**src/rtl/pool2x2_relu.sv**
```systemverilog
// 2x2 max-pooling engine with optional ReLU.
// Reads a conv output tile from a source scratchpad with 1-cycle read latency,
// reduces each 2x2 window to its signed maximum and writes one word per window
// to a destination scratchpad in row-major order.
module pool2x2_relu #(
    parameter int DATA_W = 32,
    parameter int ADDR_W = 8
) (
    input  logic              clk,
    input  logic              reset,
    input  logic              start,
    input  logic [ADDR_W-1:0] base_in,
    input  logic [ADDR_W-1:0] base_out,
    input  logic [4:0]        in_w,
    input  logic [4:0]        in_h,
    input  logic              relu_en,
    output logic              busy,
    output logic              done,
    output logic              i_en,
    output logic              i_we,
    output logic [ADDR_W-1:0] i_addr,
    output logic [DATA_W-1:0] i_di,
    input  logic [DATA_W-1:0] i_dout,
    output logic              o_en,
    output logic              o_we,
    output logic [ADDR_W-1:0] o_addr,
    output logic [DATA_W-1:0] o_di,
    input  logic [DATA_W-1:0] o_dout
);

    typedef enum logic [2:0] {
        S_IDLE = 3'd0,
        S_RD0  = 3'd1,
        S_RD1  = 3'd2,
        S_RD2  = 3'd3,
        S_RD3  = 3'd4,
        S_CAP  = 3'd5,
        S_WR   = 3'd6,
        S_DONE = 3'd7
    } state_t;

    state_t              state_r;
    logic [ADDR_W-1:0]   base_in_r;
    logic [ADDR_W-1:0]   base_out_r;
    logic [4:0]          in_w_r;
    logic                relu_r;
    logic [3:0]          ow_r;
    logic [3:0]          oh_r;
    logic [3:0]          ox_r;
    logic [3:0]          oy_r;
    logic [DATA_W-1:0]   max_r;
    logic                busy_r;
    logic                done_r;
    logic                i_en_r;
    logic [ADDR_W-1:0]   i_addr_r;
    logic                o_en_r;
    logic [ADDR_W-1:0]   o_addr_r;
    logic [DATA_W-1:0]   o_di_r;
    logic                unused_s;

    // Source word address of window (ox,oy), tap (dy,dx); wraps mod 2^ADDR_W.
    function automatic logic [ADDR_W-1:0] rd_addr(
        input logic [ADDR_W-1:0] base,
        input logic [4:0]        w,
        input logic [3:0]        ox,
        input logic [3:0]        oy,
        input logic              dy,
        input logic              dx
    );
        return base + ADDR_W'({oy, dy}) * ADDR_W'(w) + ADDR_W'({ox, dx});
    endfunction

    // Signed maximum of two words.
    function automatic logic [DATA_W-1:0] smax(
        input logic [DATA_W-1:0] a,
        input logic [DATA_W-1:0] b
    );
        if ($signed(a) > $signed(b)) begin
            return a;
        end else begin
            return b;
        end
    endfunction

    // Clamp negative values to zero when enabled.
    function automatic logic [DATA_W-1:0] relu(
        input logic [DATA_W-1:0] v,
        input logic              en
    );
        if (en && v[DATA_W-1]) begin
            return {DATA_W{1'b0}};
        end else begin
            return v;
        end
    endfunction

    // Sequencer: state, latched pass parameters, running max and all outputs.
    // Port outputs are loaded together with the state they belong to, so they
    // are valid for exactly the cycles the FSM spends in that state; done is
    // issued the cycle after DONE so that start is also locked out during it.
    always_ff @(posedge clk or negedge reset) begin
        if (!reset) begin
            state_r    <= S_IDLE;
            base_in_r  <= {ADDR_W{1'b0}};
            base_out_r <= {ADDR_W{1'b0}};
            in_w_r     <= 5'd0;
            relu_r     <= 1'b0;
            ow_r       <= 4'd0;
            oh_r       <= 4'd0;
            ox_r       <= 4'd0;
            oy_r       <= 4'd0;
            max_r      <= {DATA_W{1'b0}};
            busy_r     <= 1'b0;
            done_r     <= 1'b0;
            i_en_r     <= 1'b0;
            i_addr_r   <= {ADDR_W{1'b0}};
            o_en_r     <= 1'b0;
            o_addr_r   <= {ADDR_W{1'b0}};
            o_di_r     <= {DATA_W{1'b0}};
        end else begin
            i_en_r <= 1'b0;
            o_en_r <= 1'b0;
            done_r <= 1'b0;
            case (state_r)
                S_IDLE: begin
                    if (start && !done_r) begin
                        base_in_r  <= base_in;
                        base_out_r <= base_out;
                        in_w_r     <= in_w;
                        relu_r     <= relu_en;
                        ow_r       <= in_w[4:1];
                        oh_r       <= in_h[4:1];
                        ox_r       <= 4'd0;
                        oy_r       <= 4'd0;
                        max_r      <= {DATA_W{1'b0}};
                        if ((in_w[4:1] == 4'd0) || (in_h[4:1] == 4'd0)) begin
                            state_r <= S_DONE;
                            busy_r  <= 1'b0;
                        end else begin
                            state_r  <= S_RD0;
                            busy_r   <= 1'b1;
                            i_en_r   <= 1'b1;
                            i_addr_r <= rd_addr(base_in, in_w, 4'd0, 4'd0, 1'b0, 1'b0);
                        end
                    end else begin
                        state_r <= S_IDLE;
                        busy_r  <= 1'b0;
                    end
                end
                S_RD0: begin
                    state_r  <= S_RD1;
                    i_en_r   <= 1'b1;
                    i_addr_r <= rd_addr(base_in_r, in_w_r, ox_r, oy_r, 1'b0, 1'b1);
                end
                S_RD1: begin
                    // First word of the window seeds the running maximum.
                    max_r    <= i_dout;
                    state_r  <= S_RD2;
                    i_en_r   <= 1'b1;
                    i_addr_r <= rd_addr(base_in_r, in_w_r, ox_r, oy_r, 1'b1, 1'b0);
                end
                S_RD2: begin
                    max_r    <= smax(i_dout, max_r);
                    state_r  <= S_RD3;
                    i_en_r   <= 1'b1;
                    i_addr_r <= rd_addr(base_in_r, in_w_r, ox_r, oy_r, 1'b1, 1'b1);
                end
                S_RD3: begin
                    max_r   <= smax(i_dout, max_r);
                    state_r <= S_CAP;
                end
                S_CAP: begin
                    // Fourth word arrives now; the write word is formed directly.
                    max_r    <= smax(i_dout, max_r);
                    o_di_r   <= relu(smax(i_dout, max_r), relu_r);
                    o_addr_r <= base_out_r + ADDR_W'(oy_r) * ADDR_W'(ow_r) + ADDR_W'(ox_r);
                    o_en_r   <= 1'b1;
                    state_r  <= S_WR;
                end
                S_WR: begin
                    if ((ox_r == ow_r - 4'd1) && (oy_r == oh_r - 4'd1)) begin
                        state_r <= S_DONE;
                        busy_r  <= 1'b0;
                    end else if (ox_r == ow_r - 4'd1) begin
                        ox_r     <= 4'd0;
                        oy_r     <= oy_r + 4'd1;
                        state_r  <= S_RD0;
                        i_en_r   <= 1'b1;
                        i_addr_r <= rd_addr(base_in_r, in_w_r, 4'd0, oy_r + 4'd1, 1'b0, 1'b0);
                    end else begin
                        ox_r     <= ox_r + 4'd1;
                        state_r  <= S_RD0;
                        i_en_r   <= 1'b1;
                        i_addr_r <= rd_addr(base_in_r, in_w_r, ox_r + 4'd1, oy_r, 1'b0, 1'b0);
                    end
                end
                S_DONE: begin
                    done_r  <= 1'b1;
                    busy_r  <= 1'b0;
                    state_r <= S_IDLE;
                end
                default: begin
                    state_r <= S_IDLE;
                    busy_r  <= 1'b0;
                end
            endcase
        end
    end

    assign busy     = busy_r;
    assign done     = done_r;
    assign i_en     = i_en_r;
    assign i_we     = 1'b0;
    assign i_addr   = i_addr_r;
    assign i_di     = {DATA_W{1'b0}};
    assign o_en     = o_en_r;
    assign o_we     = o_en_r;
    assign o_addr   = o_addr_r;
    assign o_di     = o_di_r;
    // Destination read data is never consumed.
    assign unused_s = ^o_dout;

endmodule
```
**config.mk**
```make
export PLATFORM = sky130hd
export DESIGN_NAME = pool2x2_relu
export DESIGN_NICKNAME = d
export VERILOG_FILES = /design/src/rtl/pool2x2_relu.sv
export SDC_FILE = /design/constraint.sdc
export NUM_CORES = 1
export LEC_CHECK = 0
export CAP_MARGIN = 30
export CORE_ASPECT_RATIO = 1.2
export CORE_MARGIN = 4
export CORE_UTILIZATION = 40
export CTS_BUF_LIST = sky130_fd_sc_hd__clkbuf_8
export DETAILED_ROUTE_END_ITERATION = 6
export PLACE_DENSITY = 0.76
export SETUP_SLACK_MARGIN = 0.15
export SYNTH_ARGS = -nofsm -noshare
export SYNTH_HDL_FRONTEND = slang
export SYNTH_SLANG_ARGS = --single-unit
```
**constraint.sdc**
```tcl
create_clock -name clk -period 4.2 [get_ports clk]
set_input_delay 0.63 -clock clk [delete_from_list [all_inputs] [get_ports clk]]
set_output_delay 0.63 -clock clk [all_outputs]
set_load 0.05 [all_outputs]
```
==> run summary, run 1 <==
Input and output buffers added on the ports amount to 113. The wire length of the first global-routing pass is 42900 um. On the worst path, the slowest cell contributes a delay of 0.56 ns.

The antenna diode count came out at 0. The full die area came out at 27700 um2. In this run the tightest slew margin relative to its limit is 59.6%.

The number of buffers on the longest clock path came out at 2. The tightest min-delay check is of the input pin to async pin type. The post-route antenna net violation count came out at 0. The detailed router placed 8141 vias in this run. The placed instance count is 1491. The routability-driven placement congestion ratio is 0.917. The number of hold violations in the final report came out at 0. The number of nets at the end of the flow came out at 1443. The critical path data required time is 4.58 ns. Yosys printed 0 warnings. The worst setup path is captured at a register.

The pre-CTS worst setup slack came out at -0.210 ns. The worst setup path is launched from a register. Of the cells placed in the final design, the portion with a size suffix greater than 1 is 20.4%. The kind of cell with the highest combined delay along the critical path is adder cells.

The finished layout cell area is 12700 um2. The number of ports placed on the die boundary is 180. The post-layout instance count excluding filler cells came out at 1543.

The top flip-flop cell by instance count after synthesis is dfrtp_1. Summed over all instances, the cell type with the most area after synthesis is dfrtp_1. The clock-pin slew on the worst setup and hold paths came out at 0.10 ns.

The number of global-route vias before repair came out at 8392. The total cell area at the placement stage came out at 11900 um2. The length of the first detailed-routing pass in iterations came out at 5.

Across the routed clock network, the largest skew measured is 0.0184 ns. The slew of the pin with the lowest slew margin is 0.604 ns. In this run the worst path has a maximum fanout of 5.

The proportion of register bits with asynchronous set or reset after synthesis is 100%. The tool flagged a number of max-cap violations equal to 0. The HPWL after detailed placement came out at 20200 um. The final-report max-slew violation count came out at 0. For this run, the register share of the synthesized area comes to 30.2%. The number of antenna violations at the first check in global routing came out at 0.

The total overflow left after global routing is 0. The flow ran to the end, but the final reports show violations. The overall power is 0.0113 W. Counting distinct cell types in the post-synthesis netlist gives 66.

Among the stages of the critical path, the cell type that occurs most often is buf_4. Counting flops with a built-in enable in the synthesized netlist gives 0. TritonCTS built the clock tree. After synthesis, the cell types taking the most area are dfrtp_1, ha_1, fa_1. The post-detailed-route via-to-cell ratio is 5.28.

The time the final worst path needs with I/O delays and setup came out at 4.38 ns. The count of hold-fix buffers inserted at cts came out at 0. The number of cell rows is 63. The die outline width came out at 153 um. The fmax is 228 MHz. The top cell type by area accounts for 30.2% of the synthesized area. The analysis attributes to cell leakage a power of 6.12 nW. The maximum number of pins on one net before global-route repair came out at 65. The portion of the clock cycle consumed by the worst path in the final layout came out at 104%. Buffers inserted during clock tree synthesis total 17. After synthesis, the most frequently instantiated cells are dfrtp_1, inv_1, ha_1. The global-route total usage across every layer came out at 19.1%. The worst path setup slack after routing is -0.181 ns. The number of filler cells placed in the layout is 2215.

The sum of buffers and inverters on the critical path is 7. The synthesized design contains 121 register bits. Setup violations remaining at the end of the flow were counted as 4. The cell count after synthesis came out at 1026. The clock latency on the worst-skew pair came out at 0.47 ns. The core footprint came out at 24700 um2. The critical path is of the register to register type. The floorplan die height came out at 181 um. The number of design-rule violations left by the first detailed-router iteration is 334. Dividing the detail-routed wire length by the instance count gives 17.5 um. The tree is rooted in a clkbuf_8. The synthesis-to-finish area growth came out at 26.8%. For this configuration, the core starts out at a cell density of 40.7%. The signal on the critical path passes through buf_4, and2_4, inv_1, fa_1, fa_1, inv_1, ha_4, buf_4, xor2_1, ha_1, buf_4, a31oi_1, o21ai_1, nor3b_2, buf_4, buf_4, a21oi_1, xor2_1, nor2_1, a211oi_2. The post-synth design cell area came out at 10000 um2. The remaining routing DRC violations is 0.

The clock sink total is 121. After detailed routing, the total wire length is 26900 um. The mean post-synth cell area is 9.78 um2.

Setup repair after global routing could not meet its margin everywhere. The power density normalized to cell area is 890 nW/um2. The checks that failed: setup timing. The arrival time at the worst endpoint is 4.76 ns. The worst-path cell with the longest stage delay is fa_1. Across the VDD grid, the largest voltage drop is 0.498 mV.

The H-tree was split into 4 levels.
## area by class of cell
class / count / area (um2) / area share [%]
multi-input combinational: 740 / 6510 / 51.2
sequential: 121 / 3030 / 23.8
inverter: 121 / 454 / 3.57
tap: 325 / 407 / 3.20
timing repair buffer: 204 / 1910 / 15.0
clock buffer: 17 / 234 / 1.84
clock inverter: 15 / 176 / 1.39
## flip-flops by register name, summed over array words and instances, names as in the netlist
| name | count |
|---|---|
| o_en | 1 |
| relu_r | 1 |
| ox_r | 4 |
| base_out_r | 8 |
| done | 1 |
| max_r | 32 |
| oy_r | 4 |
| i_addr | 8 |
| in_w_r | 5 |
| o_di | 32 |
| i_en | 1 |
| busy | 1 |
| oh_r | 4 |
| state_r | 3 |
| o_addr | 8 |
| base_in_r | 8 |
## logic make-up after synthesis
kind of cell | synth area share [%]
compound gates | 16.4
simple gates | 10.2
buf+inv | 9.17
fa+ha+maj | 21.2
flops | 30.2
mux | 7.32
xor+xnor | 5.44
other cells | 0.0374
## path summary, 6_finish.rpt
check                      startpoint        end  slack [ns]  depth (start not counted)
max in group asynchronous       reset  max_r[10]        3.44                          2
min in group clk            o_addr[0]  o_addr[0]        0.48                          2
min reg2reg                 o_addr[0]  o_addr[0]        0.48                          2
min                             reset    ox_r[3]        0.12                          1
max                           oy_r[1]  i_addr[6]       -0.18                         20
max reg2reg                   oy_r[1]  i_addr[6]       -0.18                         20
## layout by cell type (no fill, tap or decap), types with 7 or more instances in the layout
master	instances
inv_1	118
dfrtp_1	117
clkdlybuf4s50_1	112
ha_1	90
nand2_1	89
buf_4	80
a21oi_1	41
fa_1	40
o21ai_0	38
a22o_1	35
xnor2_1	34
mux2i_1	34
conb_1	33
mux2_2	32
o31ai_2	30
nor2_1	28
a21o_1	21
xor2_1	19
clkbuf_8	17
and2_1	12
nor3_1	12
nor2b_1	11
nand3_1	9
nand4_1	9
o21ai_1	8
ha_4	8
nand2b_1	7
## routing by layer
metal  vias up  wire (um)  track usage, %
met2       244      14100            34.9
li1       3821          -               -
met1      4016      10600            22.2
met5         -          0               0
met4         0        885            7.24
met3        60       1290            3.34
## metrics by stage
step                util (%)  setup TNS, ns  hold slack (ns)
floorplan                  -              0            0.334
global placement        48.0         -0.637            0.465
detailed placement      48.2         -0.629            0.469
CTS                     50.6         -0.190            0.114
global route            51.6          -1.26            0.128
finish                  51.6         -0.512            0.123
## what timing repair did
item                       in CTS  in global routing
resized for setup              23                 37
gates cloned                    0                  0
setup buffers                  12                  8
setup endpoints to repair       5                  6
pin swaps                      14                 30
## report_power, final
group / switching (W) / internal, W
sequential: 0.000456 / 0.00169
clock: 0.000548 / 0.000588
combinational: 0.00454 / 0.00350
Note: power is estimated with default switching activity, not from simulation.
==> inputs of run 2 (changes only) <==
CTS_BUF_LIST = sky130_fd_sc_hd__clkbuf_2 sky130_fd_sc_hd__clkbuf_4 sky130_fd_sc_hd__clkbuf_8   (was sky130_fd_sc_hd__clkbuf_8)
==> results of run 2 <==
Same layout as run 1: the final DEF is identical, and so are final timing and power.
